`src/rtl/w_writeback_grf_pkg.sv`:
```
// Shared select codes for the writeback stage: load-extension mode, destination
// register source and write-data source.
package w_writeback_grf_pkg;

  localparam logic [2:0] RD_LW  = 3'd0;
  localparam logic [2:0] RD_LB  = 3'd1;
  localparam logic [2:0] RD_LBU = 3'd2;
  localparam logic [2:0] RD_LH  = 3'd3;
  localparam logic [2:0] RD_LHU = 3'd4;

  localparam logic [2:0] A3_RT = 3'd0;
  localparam logic [2:0] A3_RD = 3'd1;
  localparam logic [2:0] A3_RA = 3'd2;

  localparam logic [2:0] WD_ALU = 3'd0;
  localparam logic [2:0] WD_DM  = 3'd1;
  localparam logic [2:0] WD_PC8 = 3'd2;
  localparam logic [2:0] WD_HI  = 3'd3;
  localparam logic [2:0] WD_LO  = 3'd4;

  localparam logic [4:0] REG_RA = 5'd31;

endpackage

```
`src/rtl/w_writeback_grf_load_ext.sv`:
```
// Combinational load extension: picks the byte/halfword addressed by the low
// address bits out of the aligned memory word and sign- or zero-extends it.
module w_writeback_grf_load_ext
  import w_writeback_grf_pkg::*;
(
  input  logic [2:0]  readsel,
  input  logic [1:0]  offset,
  input  logic [31:0] dm_word,
  output logic [31:0] ext_data
);

  logic [7:0]  byte_sel;
  logic [15:0] half_sel;

  always_comb begin
    byte_sel = dm_word[{offset, 3'b000} +: 8];
    // A misaligned halfword ignores offset[0] and takes the half chosen by offset[1].
    half_sel = dm_word[{offset[1], 4'b0000} +: 16];
    case (readsel)
      RD_LB:   ext_data = {{24{byte_sel[7]}}, byte_sel};
      RD_LBU:  ext_data = {24'd0, byte_sel};
      RD_LH:   ext_data = {{16{half_sel[15]}}, half_sel};
      RD_LHU:  ext_data = {16'd0, half_sel};
      default: ext_data = dm_word;
    endcase
  end

endmodule

```
`src/rtl/w_writeback_grf.sv`:
```
// Writeback stage plus general register file: selects A3/WD, commits into the GRF,
// serves two bypassed read ports, exports the W forwarding pair and counts retirements.
module w_writeback_grf
  import w_writeback_grf_pkg::*;
#(
  parameter int unsigned DATA_W      = 32,
  parameter int unsigned REG_NUM     = 32,
  parameter int unsigned PC_OFFSET   = 8,
  parameter logic [31:0] INSTRET_RST = 32'd0
) (
  input  logic                       clk,
  input  logic                       reset,
  input  logic [31:0]                W_IF,
  input  logic [DATA_W-1:0]          W_PCadd8,
  input  logic [DATA_W-1:0]          W_ALUout,
  input  logic [DATA_W-1:0]          W_DMout,
  input  logic [DATA_W-1:0]          W_HI,
  input  logic [DATA_W-1:0]          W_LO,
  input  logic [2:0]                 W_Readsel,
  input  logic [2:0]                 W_A3sel,
  input  logic [2:0]                 W_WDsel,
  input  logic                       W_GRFEn,
  input  logic [$clog2(REG_NUM)-1:0] D_rs_addr,
  input  logic [$clog2(REG_NUM)-1:0] D_rt_addr,
  output logic [DATA_W-1:0]          D_rs_data,
  output logic [DATA_W-1:0]          D_rt_data,
  output logic [$clog2(REG_NUM)-1:0] W_fwd_addr,
  output logic [DATA_W-1:0]          W_fwd_data,
  output logic [DATA_W-1:0]          wb_pc,
  output logic [31:0]                instret
);

  localparam int unsigned ADDR_W = $clog2(REG_NUM);

  logic [ADDR_W-1:0] a3;
  logic [DATA_W-1:0] wd;
  logic [DATA_W-1:0] ext_data;
  logic              we;

  logic [DATA_W-1:0] grf_q [REG_NUM];
  logic [31:0]       instret_q;

  w_writeback_grf_load_ext u_load_ext (
    .readsel  (W_Readsel),
    .offset   (W_ALUout[1:0]),
    .dm_word  (W_DMout),
    .ext_data (ext_data)
  );

  always_comb begin
    case (W_A3sel)
      A3_RT:   a3 = W_IF[20:16];
      A3_RD:   a3 = W_IF[15:11];
      A3_RA:   a3 = REG_RA;
      default: a3 = '0;
    endcase
  end

  always_comb begin
    case (W_WDsel)
      WD_ALU:  wd = W_ALUout;
      WD_DM:   wd = ext_data;
      WD_PC8:  wd = W_PCadd8;
      WD_HI:   wd = W_HI;
      WD_LO:   wd = W_LO;
      default: wd = '0;
    endcase
  end

  // Gating with reset keeps the bypass and forwarding quiet while the file is held cleared.
  assign we = reset && W_GRFEn && (a3 != '0);

  always_comb begin
    if (D_rs_addr == '0) begin
      D_rs_data = '0;
    end else if (we && (D_rs_addr == a3)) begin
      D_rs_data = wd;
    end else begin
      D_rs_data = grf_q[D_rs_addr];
    end

    if (D_rt_addr == '0) begin
      D_rt_data = '0;
    end else if (we && (D_rt_addr == a3)) begin
      D_rt_data = wd;
    end else begin
      D_rt_data = grf_q[D_rt_addr];
    end
  end

  always_ff @(posedge clk or negedge reset) begin
    if (!reset) begin
      for (int i = 0; i < REG_NUM; i++) begin
        grf_q[i] <= '0;
      end
    end else if (we) begin
      grf_q[a3] <= wd;
    end
  end

  always_ff @(posedge clk or negedge reset) begin
    if (!reset) begin
      instret_q <= INSTRET_RST;
    end else if (W_IF != 32'd0) begin
      instret_q <= instret_q + 32'd1;
    end
  end

  assign W_fwd_addr = we ? a3 : '0;
  assign W_fwd_data = wd;
  assign wb_pc      = W_PCadd8 - DATA_W'(PC_OFFSET);
  assign instret    = instret_q;

endmodule

```
`config.mk`:
```
export PLATFORM = sky130hd
export DESIGN_NAME = w_writeback_grf
export DESIGN_NICKNAME = d
export VERILOG_FILES = /design/src/rtl/w_writeback_grf_pkg.sv /design/src/rtl/w_writeback_grf_load_ext.sv /design/src/rtl/w_writeback_grf.sv
export SDC_FILE = /design/constraint.sdc
export NUM_CORES = 2
export LEC_CHECK = 0
export CORE_ASPECT_RATIO = 0.7
export CORE_MARGIN = 2
export CORE_UTILIZATION = 55
export DETAILED_ROUTE_END_ITERATION = 6
export PLACE_DENSITY = 0.71
export SLEW_MARGIN = 30
export SYNTH_ARGS = -nofsm -noshare
export SYNTH_HDL_FRONTEND = slang
export SYNTH_SLANG_ARGS = --single-unit
```
`constraint.sdc`:
```
create_clock -name clk -period 5.9 [get_ports clk]
set_clock_uncertainty 0.15 [all_clocks]
set_input_delay 0.885 -clock clk [delete_from_list [all_inputs] [get_ports clk]]
set_output_delay 0.885 -clock clk [all_outputs]
set_load 0.05 [all_outputs]
```
==> reports/metrics.yaml <==
status: "complete, but fails checks"
violations: "design-rule violations"
die_h_um: 277
place_area_sq_um: 64800
critPathKind: "primary input to primary output"
drive_above_1_share: 0.174
drt_iter0_markers: 6341
critPathMaxFanout: 22
required_ns: 4.87
coreArea_sq_um: 105000
start_util: 0.558
rows: 99
final_core_util: 0.657
nets: 6314
fin_crit_ns: 5.52
ys_seq_area_frac: 0.453
crit_path_frequent_cell: "buf_12"
clock-sinks: 1056
wl_per_cell_um: 29.1
worstReg2RegStart: "instret[10]"
clk_pin_slew_worst_paths_ns: 0.06
reg2reg_depth: 6
synth_top_flop_cell: "dfrtp_1"
ys_types: 71
setup_viol: 0
max_stage_delay_ns: 0.65
cts_tree: "built"
cts_hold_buf: 1
antenna_found_initial: 10
fmax_mhz: 181
min_path_type: "flip-flop to flip-flop"
start_kind: "primary input"
syn2layout_area_growth_pct: 17.7
grt_usage: 0.402
synth-edff-count: 0
synth_seq_cells: 1056
via_count: 50900
io_pins: 379
syn_inst: 6016
grt_pass1_wl_um: 328000
grt_setup_unrepaired: "no"
r2r_end: "instret[31]"
peakVddDrop_mv: 0.271
port-buffer-count: 378
p_leak_nw: 29.6
worstMarginPinSlew_ns: 1.10
final_cells: 7603
cp.buffers_inverters: 3
arrival_ns: 4.49
syn_avg_cell_area_sq_um: 9.71
finalCritPeriodShare: 0.936
finalSetupTns_ns: 0
hold_viol: 0
dp_cells: 7401
grt_start_max_net_pins: 175
die_w_um: 393
post-cts-setup-buffer-count: 0
mostFrequentLayoutCells: "dfrtp_1 (1056), a21oi_1 (853), nor2_1 (769)"
drc: 1
slew_viol_final: 0
r2r_slack_ns: 3.67
worstHoldEndpoint: "grf_q[1001]"
finalInstanceArea_sq_um: 68700
power_density_nw_per_um2: 315
place_congestion: 0.991
p_total_mw: 21.6
h-tree-depth: 3
critPathTopFamily: "compound AO/OA/AOI/OAI gates"
syn_nets: 6232
grt_pass1_vias: 49100
worst_slack_ns: 0.378
async_flop_share: 1.00
hold_depth: 0
nFillCells: 8109
hold_ws_ns: 0.247
grt-ovfl-total: 0
routed_wl_um: 222000
drtAntennaViolNets: 0
first_pass_iters: 7
hold_start: "grf_q[1001]"
syn_area_sq_um: 58400
clk_latency_ns: 0.76
yosys_warnings: 0
place_hpwl_um: 137000
crit_slowest_cell: "clkdlybuf4s50_1"
path_cells: "clkdlybuf4s50_1 > or2_2 > a21oi_1 > nand3_2 > o21bai_4 > nor2_4 > buf_12 > a211oi_1 > buf_12"
end_kind: "primary output"
drv_cap: 0
slew_headroom: 0.269
die-area_sq_um: 109000
max-clock-path-buffers: 3
cts_resized: 0
final_common_cell: "dfrtp_1"
clockRootBuffer: "clkbuf_16"
routed_via_density: 6.69
pre_cts_slack_ns: 0.567
numCtsBuffers: 103
==> flip-flops by register name, indices dropped and copies added, names as in the netlist <==
signal and cells:
grf_q 1024, instret 32
==> cell usage after synthesis (5+ instances only) <==
| cell | number | area share |
|---|---|---|
| and2_1 | 9 | 0.00096 |
| dfrtp_1 | 1056 | 0.45 |
| o221ai_1 | 31 | 0.0046 |
| clkbuf_1 | 354 | 0.023 |
| o2111a_1 | 8 | 0.0015 |
| a221oi_1 | 5 | 0.00075 |
| o22ai_1 | 97 | 0.010 |
| mux2_2 | 200 | 0.039 |
| a21oi_1 | 853 | 0.073 |
| nor2b_1 | 78 | 0.0084 |
| xnor2_1 | 47 | 0.0070 |
| and4_1 | 7 | 0.0010 |
| and3_1 | 7 | 0.00075 |
| nand3_1 | 56 | 0.0048 |
| or2_2 | 9 | 0.00096 |
| a31oi_1 | 7 | 0.00075 |
| nor4_1 | 78 | 0.0084 |
| nand4_1 | 10 | 0.0011 |
| o21bai_1 | 5 | 0.00064 |
| o21ai_1 | 19 | 0.0016 |
| nand3b_1 | 7 | 0.00090 |
| a221oi_2 | 5 | 0.0013 |
| o21ai_0 | 324 | 0.028 |
| a22oi_1 | 104 | 0.013 |
| buf_1 | 74 | 0.0048 |
| mux4_2 | 265 | 0.10 |
| nor2_2 | 7 | 0.00075 |
| a211oi_1 | 104 | 0.013 |
| nor3b_1 | 6 | 0.00077 |
| buf_4 | 6 | 0.00077 |
| nand2b_1 | 22 | 0.0024 |
| mux2i_1 | 332 | 0.057 |
| o211a_2 | 9 | 0.0015 |
| o211a_1 | 27 | 0.0046 |
| nand2_1 | 619 | 0.040 |
| nor2_1 | 771 | 0.050 |
| a31o_2 | 6 | 0.00090 |
| o22a_1 | 7 | 0.0010 |
| inv_1 | 46 | 0.0030 |
| a32oi_1 | 7 | 0.0010 |
| xor2_1 | 14 | 0.0021 |
| nor3_1 | 83 | 0.0071 |
| buf_2 | 189 | 0.016 |
==> worst reg2reg max path: cells and delay by family, from the launching register on <==
| kind | cells | cell delay (ns) |
|---|---|---|
| flops | 1 | 0.44 |
| simple gates | 5 | 1.37 |
| xor+xnor | 1 | 0.15 |
==> power by group <==
group / switching (mW) / internal [mW] / leakage [nW]
Sequential: 0.851 / 8.32 / 14.0
Clock: 3.08 / 4.21 / 1.84
Combinational: 2.82 / 2.35 / 13.7
==> metal layers <==
metal,routed length [um],GRT usage,share of wire
met5,114,0,0.00051
met4,12800,0.190,0.058
met3,31400,0.143,0.14
met2,92600,0.571,0.42
met1,84800,0.551,0.38
==> cell families after synthesis <==
family,after synthesis,synth area share
XOR/XNOR,61,0.00915
buffers and inverters,671,0.0476
multiplexers,797,0.198
AND/OR/NAND/NOR,1786,0.130
adder cells (fa/ha/maj),2,0.000428
flip-flops,1056,0.453
AO/OA/AOI/OAI,1643,0.163
==> worst max-delay path by stage <==
| stage | slack (ns) | depth (start not counted) | to | from |
|---|---|---|---|---|
| after floorplan | 1.04 | 9 | wb_pc[27] | W_PCadd8[3] |
| after global placement | 0.57 | 9 | wb_pc[19] | W_PCadd8[3] |
| after detailed placement | 0.57 | 9 | D_rs_data[29] | W_A3sel[1] |
| after CTS | 0.57 | 9 | D_rs_data[29] | W_A3sel[1] |
| after global routing | 0.27 | 9 | D_rs_data[24] | W_A3sel[1] |
| final | 0.38 | 9 | D_rs_data[29] | W_A3sel[1] |
==> layout make-up <==
class / instances / area [sq um] / share of cell area
multi-input cells: 4289 / 29600 / 0.431
flip-flops and latches: 1056 / 26400 / 0.384
repair buffers: 600 / 6980 / 0.101
clock buffers: 147 / 3030 / 0.0441
well taps: 1414 / 1770 / 0.0257
clock inverters: 47 / 697 / 0.0101
inverters: 48 / 184 / 0.00268
diodes: 2 / 5.00 / 0.0000728
Power figures use the tool's default switching activity.
